### src/rtl/wake_pkg.sv
// Shared FSM encoding, hold-length defaults and width helper for the wake_vote block.
// COCOTB_SIM selects the short simulation hold length.
package wake_pkg;

  typedef enum logic [1:0] {
    ST_IDLE    = 2'd0,
    ST_WAKE    = 2'd1,
    ST_HOLDOFF = 2'd2
  } state_t;

  localparam int SUSTAIN_LEN_SYN = 8000000;
  localparam int SUSTAIN_LEN_SIM = 1024;

`ifdef COCOTB_SIM
  localparam int SUSTAIN_LEN_DEF = SUSTAIN_LEN_SIM;
`else
  localparam int SUSTAIN_LEN_DEF = SUSTAIN_LEN_SYN;
`endif

  function automatic int clog2_max(input int a, input int b);
    int m;
    m = (a > b) ? a : b;
    return (m <= 1) ? 1 : $clog2(m);
  endfunction

endpackage

### src/rtl/wake_vote_window.sv
// Sliding hit window: shifts one hit per accepted beat, reports the registered
// popcount and a combinational vote on the post-shift window.
module wake_vote_window #(
  parameter int VOTE_WIN    = 4,
  parameter int VOTE_THRESH = 3
) (
  input  logic                           clk_i,
  input  logic                           rst_i,
  input  logic                           hit_i,
  input  logic                           shift_i,
  input  logic                           clear_i,
  output logic                           vote_o,
  output logic [$clog2(VOTE_WIN+1)-1:0]  score_o
);

  localparam int SW = $clog2(VOTE_WIN + 1);

  logic [VOTE_WIN-1:0] r_win;
  logic [VOTE_WIN-1:0] w_nxt;

  function automatic logic [SW-1:0] popcnt(input logic [VOTE_WIN-1:0] v);
    logic [SW-1:0] s;
    s = '0;
    for (int i = 0; i < VOTE_WIN; i++) s = s + SW'(v[i]);
    return s;
  endfunction

  generate
    if (VOTE_WIN == 1) begin : g_w1
      assign w_nxt = hit_i;
    end else begin : g_wn
      assign w_nxt = {r_win[VOTE_WIN-2:0], hit_i};
    end
  endgenerate

  assign vote_o  = shift_i && (popcnt(w_nxt) >= SW'(VOTE_THRESH));
  assign score_o = popcnt(r_win);

  always_ff @(posedge clk_i) begin
    if (rst_i)        r_win <= '0;
    else if (clear_i) r_win <= '0;
    else if (shift_i) r_win <= w_nxt;
  end

endmodule

### src/rtl/wake_vote.sv
// Wake-word qualifier: vote over a hit window, hold wake, optional refractory period.
// WAKE_VOTE_RETRIGGER_EN: a vote while awake restarts the hold instead of being ignored.
module wake_vote
  import wake_pkg::*;
#(
  parameter int NUM_CLASSES = 3,
  parameter int WAKE_CLASS  = 0,
  parameter int VOTE_WIN    = 4,
  parameter int VOTE_THRESH = 3,
  parameter int SUSTAIN_LEN = SUSTAIN_LEN_DEF,
  parameter int HOLDOFF_LEN = 0
) (
  input  logic                           clk_i,
  input  logic                           rst_i,
  input  logic [NUM_CLASSES-1:0]         data_i,
  input  logic                           valid_i,
  input  logic                           last_i,
  output logic                           ready_o,
  output logic                           wake_o,
  output logic                           wake_rise_o,
  output logic                           valid_o,
  output logic [$clog2(VOTE_WIN+1)-1:0]  score_o
);

  localparam int CW        = clog2_max(SUSTAIN_LEN, HOLDOFF_LEN);
  localparam int HOLD_LAST = (HOLDOFF_LEN > 0) ? HOLDOFF_LEN - 1 : 0;

  generate
    if (NUM_CLASSES < 1 || WAKE_CLASS < 0 || WAKE_CLASS >= NUM_CLASSES) begin : g_bad_class
      $fatal(1, "wake_vote: WAKE_CLASS out of range");
    end
    if (VOTE_WIN < 1 || VOTE_WIN > 16) begin : g_bad_win
      $fatal(1, "wake_vote: VOTE_WIN out of range");
    end
    if (VOTE_THRESH < 1 || VOTE_THRESH > VOTE_WIN) begin : g_bad_thresh
      $fatal(1, "wake_vote: VOTE_THRESH out of range");
    end
    if (SUSTAIN_LEN < 2 || HOLDOFF_LEN < 0) begin : g_bad_len
      $fatal(1, "wake_vote: SUSTAIN_LEN/HOLDOFF_LEN out of range");
    end
  endgenerate

  state_t          r_state, w_state_nxt;
  logic [CW-1:0]   r_cnt, w_cnt_nxt;
  logic            r_rise, w_rise_nxt;
  logic            w_vote, w_fsm_clear, w_clear, w_hit;
  logic            w_unused;

  assign w_hit    = data_i[WAKE_CLASS];
  assign w_unused = ^data_i;
  // A closing beat still votes; only the stored window is discarded.
  assign w_clear  = (valid_i && last_i) || w_fsm_clear;

  wake_vote_window #(
    .VOTE_WIN    (VOTE_WIN),
    .VOTE_THRESH (VOTE_THRESH)
  ) u_window (
    .clk_i   (clk_i),
    .rst_i   (rst_i),
    .hit_i   (w_hit),
    .shift_i (valid_i),
    .clear_i (w_clear),
    .vote_o  (w_vote),
    .score_o (score_o)
  );

  always_comb begin
    w_state_nxt = r_state;
    w_cnt_nxt   = r_cnt;
    w_rise_nxt  = 1'b0;
    w_fsm_clear = 1'b0;
    case (r_state)
      ST_IDLE: begin
        w_cnt_nxt = '0;
        if (w_vote) begin
          w_state_nxt = ST_WAKE;
          w_fsm_clear = 1'b1;
          w_rise_nxt  = 1'b1;
        end
      end
      ST_WAKE: begin
        w_cnt_nxt = r_cnt + 1'b1;
        if (r_cnt == CW'(SUSTAIN_LEN - 1)) begin
          w_state_nxt = (HOLDOFF_LEN > 0) ? ST_HOLDOFF : ST_IDLE;
          w_cnt_nxt   = '0;
        end
`ifdef WAKE_VOTE_RETRIGGER_EN
        if (w_vote) begin
          w_state_nxt = ST_WAKE;
          w_cnt_nxt   = '0;
          w_fsm_clear = 1'b1;
        end
`endif
      end
      ST_HOLDOFF: begin
        w_cnt_nxt = r_cnt + 1'b1;
        if (r_cnt == CW'(HOLD_LAST)) begin
          w_state_nxt = ST_IDLE;
          w_cnt_nxt   = '0;
        end
      end
      default: begin
        w_state_nxt = ST_IDLE;
        w_cnt_nxt   = '0;
      end
    endcase
  end

  always_ff @(posedge clk_i) begin
    if (rst_i) begin
      r_state <= ST_IDLE;
      r_cnt   <= '0;
      r_rise  <= 1'b0;
    end else begin
      r_state <= w_state_nxt;
      r_cnt   <= w_cnt_nxt;
      r_rise  <= w_rise_nxt;
    end
  end

  assign ready_o     = ~rst_i;
  assign wake_o      = (r_state == ST_WAKE);
  assign wake_rise_o = r_rise;
  assign valid_o     = valid_i | wake_o;

endmodule

### config.mk
export PLATFORM = sky130hd
export DESIGN_NAME = wake_vote
export DESIGN_NICKNAME = d
export VERILOG_FILES = /design/src/rtl/wake_pkg.sv /design/src/rtl/wake_vote_window.sv /design/src/rtl/wake_vote.sv
export SDC_FILE = /design/constraint.sdc
export NUM_CORES = 1
export LEC_CHECK = 0
export CELL_PAD_IN_SITES_DETAIL_PLACEMENT = 0
export CELL_PAD_IN_SITES_GLOBAL_PLACEMENT = 1
export CORE_UTILIZATION = 39
export DETAILED_ROUTE_END_ITERATION = 8
export HOLD_SLACK_MARGIN = 0.1
export PLACE_DENSITY = 0.77
export SKIP_CTS_REPAIR_TIMING = 1
export SLEW_MARGIN = 20
export SYNTH_ARGS = -nofsm -noshare
export SYNTH_HDL_FRONTEND = slang
export SYNTH_SLANG_ARGS = --single-unit
### constraint.sdc
create_clock -name clk_i -period 5.5 [get_ports clk_i]
set_input_delay 1.1 -clock clk_i [delete_from_list [all_inputs] [get_ports clk_i]]
set_output_delay 1.1 -clock clk_i [all_outputs]
set_load 0.02 [all_outputs]
-- Word level (Yosys, flattened, before mapping)
Cells that the tools add are included.
- word-level logic and storage cells: 36
- register bits after elaboration: 30
- bits in writable memories: 0
- memories: 0
- input port bits: 7
- memory bits (read-only): 0
- bits in latches: 0
- output and inout port bits: 7
- reduce and logical (&&, ||, !) cells: 7
- mux-type cells: 9
- bitwise gates (word level): 2
- multiply operators: 0
- $add $sub $neg: 7
- $lt $le $gt $ge: 1
- shifts and indexed selects: 0
- div/mod/pow operators: 0
- equal/unequal tests: 6
- operators with widths (kind ; number):
    $mux 23 ; 2
    $pmux 23 s2 ; 1
    $add 23x1->23 const B ; 1
    $eq 23x23->1 const B ; 1
    $logic_not 23->1 ; 1
    $add 3x1->3 ; 4
    $mux 2 ; 3
    $pmux 2 s3 ; 1
    $add 1x1->2 ; 2
    $ne 2x1->1 const B ; 2
    $ge 3x2->1 const B ; 1
    $reduce_and 3->1 ; 1
    $eq 2x1->1 const B ; 1
    $eq 2x2->1 const B ; 1
    $logic_and 1x1->1 ; 2
    $logic_not 2->1 ; 1
    $mux 1 ; 2
    $ne 2x2->1 const B ; 1
    $reduce_or 2->1 ; 1
    $logic_or 1x1->1 ; 1
    $not 1->1 ; 1
    $or 1x1->1 ; 1

-- Logic depth before layout (Yosys ltp)
- word-level depth: 9
- gate-level depth with buffers: 9

-- By module
Synthesis repeated with hierarchy kept, for this count alone.
- cells, all modules: 163
- area total of the unflattened synthesis: 1485.2 µm²
- modules (own cells, without submodules) (module ; cells each ; sequential area each (µm²) ; instances ; area each (µm²)):
    wake_vote ; 133 ; 500.5 ; 1 ; 1198.6
    wake_vote_window ; 30 ; 80.1 ; 1 ; 286.5

-- Worst setup path before layout
Ideal clock, no wire load.
- path type: input port to output port
- start point: input port valid_i
- end point: output port valid_o
- buffers on the path: 1
- slack: 2752 ps
- stages on the path: 2
- data arrival time: 1648 ps
- cells stage by stage: clkbuf_1 > or2_2
- word-level cells in the longest chain between the ends: 1
- RTL lines (item ; line ; source):
    start, declared ; wake_vote.sv:16 ; input logic valid_i,
    $or 1x1->1 ; wake_vote.sv:124 ; assign valid_o = valid_i | wake_o;
    end, declared ; wake_vote.sv:21 ; output logic valid_o,
Every way passes these cells.

-- Worst setup path in the final report
Ends and elaborated chain as after synthesis.

==> metrics.txt <==
# TYPE chip_impl_metric gauge
chip_impl_info{name="worstSetupStartpointType",value="input pin"} 1
chip_impl_metric{name="maxCapViolations",unit=""} 0
chip_impl_info{name="cell_taking_the_most_area_after_synthesis",value="dfxtp_1"} 1
chip_impl_metric{name="die_area",unit="sq mm"} 0.003801
chip_impl_metric{name="vias_per_cell",unit=""} 5.144
chip_impl_info{name="critical_path_class",value="input pin to output pin"} 1
chip_impl_metric{name="synthesized_nets",unit=""} 170
chip_impl_metric{name="initial_utilization",unit="%"} 41.26
chip_impl_metric{name="gr-total-overflow",unit=""} 0
chip_impl_info{name="worst_setup_path_end_kind",value="output pin"} 1
chip_impl_metric{name="final_layout_size_suffix_gt1_share",unit="%"} 8.824
chip_impl_metric{name="buffer_ports.inserted",unit=""} 11
chip_impl_metric{name="clock_latency",unit="ns"} 0.32
chip_impl_metric{name="drt_wl_total",unit="um"} 2614
chip_impl_metric{name="cts_max_level",unit=""} 2
chip_impl_metric{name="yosys.area.top_type_share",unit="%"} 41.84
chip_impl_metric{name="post_synth_inst_count",unit=""} 156
chip_impl_metric{name="cts.clk_slew.worst_paths",unit="ns"} 0.09
chip_impl_metric{name="tritoncts.num_buffers",unit=""} 5
chip_impl_info{name="worst_path_max_delay_cell",value="clkdlybuf4s50_1"} 1
chip_impl_metric{name="core_area",unit="sq mm"} 0.003363
chip_impl_metric{name="critical_path_peak_fanout",unit=""} 7
chip_impl_info{name="synth.area.top_cells",value="dfxtp_1, xnor2_1, nor2_1"} 1
chip_impl_metric{name="switching_power_as_a_share_of_total_power",unit="%"} 19.67
chip_impl_metric{name="floorplan.die.width",unit="um"} 61.65
chip_impl_metric{name="finish.utilization",unit="%"} 48.07
chip_impl_metric{name="asyncSetResetFlopFracSynth",unit="%"} 0
chip_impl_metric{name="synth_seq_cells",unit=""} 29
chip_impl_metric{name="drt-pass1-iter-count",unit=""} 4
chip_impl_metric{name="num-nets-final",unit=""} 183
chip_impl_metric{name="period_needed",unit="ns"} 3.660
chip_impl_metric{name="via_count",unit=""} 1111
chip_impl_metric{name="slew_violations",unit=""} 0
chip_impl_metric{name="tightestPinTransition",unit="ns"} 0.7496
chip_impl_metric{name="power.density",unit="mW/mm^2"} 252.4
chip_impl_metric{name="worst_ir_drop_vdd",unit="mV"} 0.1674
chip_impl_metric{name="dpl.cell_count",unit=""} 208
chip_impl_metric{name="ys.warnings.count",unit=""} 0
chip_impl_metric{name="first_pass_grt_wire_length",unit="um"} 4395
chip_impl_metric{name="grt_antenna_before_repair",unit=""} 0
chip_impl_info{name="synth.top_cells.by_count",value="dfxtp_1, nor2_1, inv_1, xnor2_1, nand2_1"} 1
chip_impl_info{name="synth_top_flop_cell",value="dfxtp_1"} 1
chip_impl_info{name="path_common_cell",value="clkdlybuf4s50_1"} 1
chip_impl_metric{name="number_of_routed_nets_with_antenna_violations",unit=""} 0
chip_impl_metric{name="dieHeight",unit="um"} 61.65
chip_impl_metric{name="internal_power",unit="uW"} 327.8
chip_impl_info{name="run_status",value="completed"} 1
chip_impl_metric{name="synth_area",unit="sq mm"} 0.001388
chip_impl_metric{name="detailed_place_hpwl",unit="um"} 1914
chip_impl_metric{name="io_pins",unit=""} 14
chip_impl_metric{name="setup-violations-final",unit=""} 0
chip_impl_metric{name="worst_ep_arrival_time",unit="ns"} 2.56
chip_impl_info{name="synthMostInstantiatedCell",value="dfxtp_1"} 1
chip_impl_metric{name="gr-usage-all-layers",unit="%"} 16.36
chip_impl_metric{name="final.setup_skew",unit="ns"} 0.01009
chip_impl_metric{name="switchingPower",unit="uW"} 80.25
chip_impl_metric{name="worstPathBufferInverterCount",unit=""} 2
chip_impl_metric{name="synth.avg_cell_area",unit="sq um"} 8.895
chip_impl_metric{name="fin_tns_setup",unit="ns"} 0
chip_impl_metric{name="p_clk_share",unit="%"} 44.0
chip_impl_metric{name="cellLeakagePower",unit="uW"} 0.0005302
chip_impl_info{name="worstPathCellList",value="clkdlybuf4s50_1 -> or2_2 -> clkdlybuf4s50_1"} 1
chip_impl_metric{name="seq_power_share",unit="%"} 51.9
chip_impl_metric{name="hold_viol_final",unit=""} 0
chip_impl_metric{name="power",unit="uW"} 408.0
chip_impl_metric{name="slew-limit-headroom",unit="%"} 50.03
chip_impl_metric{name="max_stage_delay",unit="ns"} 0.57
chip_impl_info{name="min-delay-path-class",value="register to register"} 1
chip_impl_info{name="cpLargestDelayFamily",value="buffers and inverters"} 1
chip_impl_metric{name="clock_sink_count",unit=""} 29
chip_impl_metric{name="seq_area_frac_synth",unit="%"} 41.84
chip_impl_metric{name="comb_power_share",unit="%"} 4.1
chip_impl_metric{name="gpl.final_weighted_congestion",unit=""} 0.7821
chip_impl_metric{name="synth_cell_type_count",unit=""} 29
chip_impl_metric{name="std_cell_rows",unit=""} 21
chip_impl_metric{name="nFillCells",unit=""} 348
chip_impl_metric{name="period_share",unit="%"} 66.55
chip_impl_metric{name="routed_wire_length_per_instance",unit="um"} 12.10
chip_impl_metric{name="synth_edf_count",unit=""} 0
chip_impl_metric{name="antenna_diodes",unit=""} 0
chip_impl_metric{name="initialDrtViolationCount",unit=""} 34
chip_impl_info{name="setup_repair_after_global_routing_missed_its_margin",value="no"} 1
chip_impl_metric{name="max_freq",unit="MHz"} 273.2
chip_impl_metric{name="endpoint_required_time_on_the_critical_path",unit="ns"} 4.40
chip_impl_info{name="cts_tree",value="done"} 1
chip_impl_metric{name="grt_max_degree",unit=""} 23
chip_impl_info{name="cts_root_buffer",value="clkbuf_4"} 1
chip_impl_metric{name="final_cells",unit=""} 216
chip_impl_metric{name="first_global_vias",unit=""} 974
chip_impl_metric{name="max-clock-path-buffers",unit=""} 2
chip_impl_metric{name="area_delta_synth_final",unit="%"} 16.50
chip_impl_metric{name="remaining_drc_errors",unit=""} 0
-- final cells by class --
| class | instances | area, sq um | share of cell area (%) |
|---|---|---|---|
| multi-input cells | 109 | 734.5 | 45.43 |
| inverters | 13 | 48.80 | 3.019 |
| clock inverters | 1 | 30.03 | 1.858 |
| clock buffers | 7 | 55.05 | 3.406 |
| well taps | 46 | 57.56 | 3.560 |
| flip-flops and latches | 29 | 580.6 | 35.91 |
| repair buffers | 11 | 110.1 | 6.811 |
-- power by group through the flow --
stage               registers (uW)  clock network, uW  logic, uW
finish                         212                180       16.7
global route                   212                196       18.4
CTS                            212                185       17.0
detailed placement             217                  0       17.1
global placement               217                  0       16.5
floorplan                      217                  0       9.29
-- worst reg2reg max path: cells and delay by family, from the launching register on --
family,cells,cell delay [ns]
AOI/OAI and AO/OA,1,0.14
DFF,1,0.42
adders and majority gates,1,0.25
and+or+nand+nor,3,1.36
-- through the flow --
| stage | worst slack (ns) | area (sq um) | hold WS [ns] |
|---|---|---|---|
| 6_report | 1.840 | 1617 | 0.4830 |
| 5_1_grt | 1.791 | 1617 | 0.5234 |
| 4_1_cts | 1.836 | 1617 | 0.4804 |
| 3_5_place_dp | 1.835 | 1531 | 0.4669 |
| 3_3_place_gp | 1.843 | 1531 | 0.4623 |
| 2_1_floorplan | 2.752 | 1388 | 0.4512 |
-- cells in the final DEF (no fill, tap or decap) --
cell type,n
a21o_1,1
a21oi_1,7
a21oi_2,1
bufinv_16,1
clkbuf_1,1
clkbuf_4,5
clkbuf_8,1
clkdlybuf4s50_1,11
dfxtp_1,29
fa_1,2
ha_1,5
inv_1,13
mux2i_1,4
nand2_1,8
nand2b_1,2
nand3_1,7
nand3_2,1
nand4_1,3
nand4_2,2
nor2_1,19
nor3_1,7
nor4_1,6
o21a_1,1
o21ai_0,4
o31ai_1,3
or2_2,1
or3_1,4
or4_1,4
or4_4,1
or4b_2,2
xnor2_1,12
xor2_1,2
-- path summary, 6_finish.rpt --
path / start / end / slack [ns] / depth (start not counted)
worst min-delay path: r_cnt[22]$_SDFF_PP0_ / r_cnt[22]$_SDFF_PP0_ / 0.48 / 2
worst max-delay path: valid_i / valid_o / 1.84 / 3
worst min register to register: r_cnt[22]$_SDFF_PP0_ / r_cnt[22]$_SDFF_PP0_ / 0.48 / 2
worst max register to register: r_cnt[0]$_SDFF_PP0_ / r_cnt[22]$_SDFF_PP0_ / 3.27 / 5
-- registers in the layout, indices dropped and copies added (netlist names) --
name,count
r_cnt,23
u_window.r_win,4
r_state,1
wake_rise_o,1
-- logic make-up (layout without fill, tap and decap cells) --
family          count (synthesis)  in the layout  synth area share (%)
simple gates                   67             67                 26.51
flops                          29             29                 41.84
buf+inv                        18             32                 5.230
compound gates                 17             17                 7.304
xor+xnor                       14             14                 8.837
fa+ha+maj                       7              7                 7.394
mux                             4              4                 2.886
-- routing by layer --
metal	wire, um	track usage (%)	vias up	share of wire (%)
li1	-	-	568	-
met1	1192	19.51	529	46
met2	1300	26.73	7	50
met3	66	5.252	7	2.5
met4	55	7.619	0	2.1
met5	0	0	-	0
Note: power is estimated with default switching activity, not from simulation.
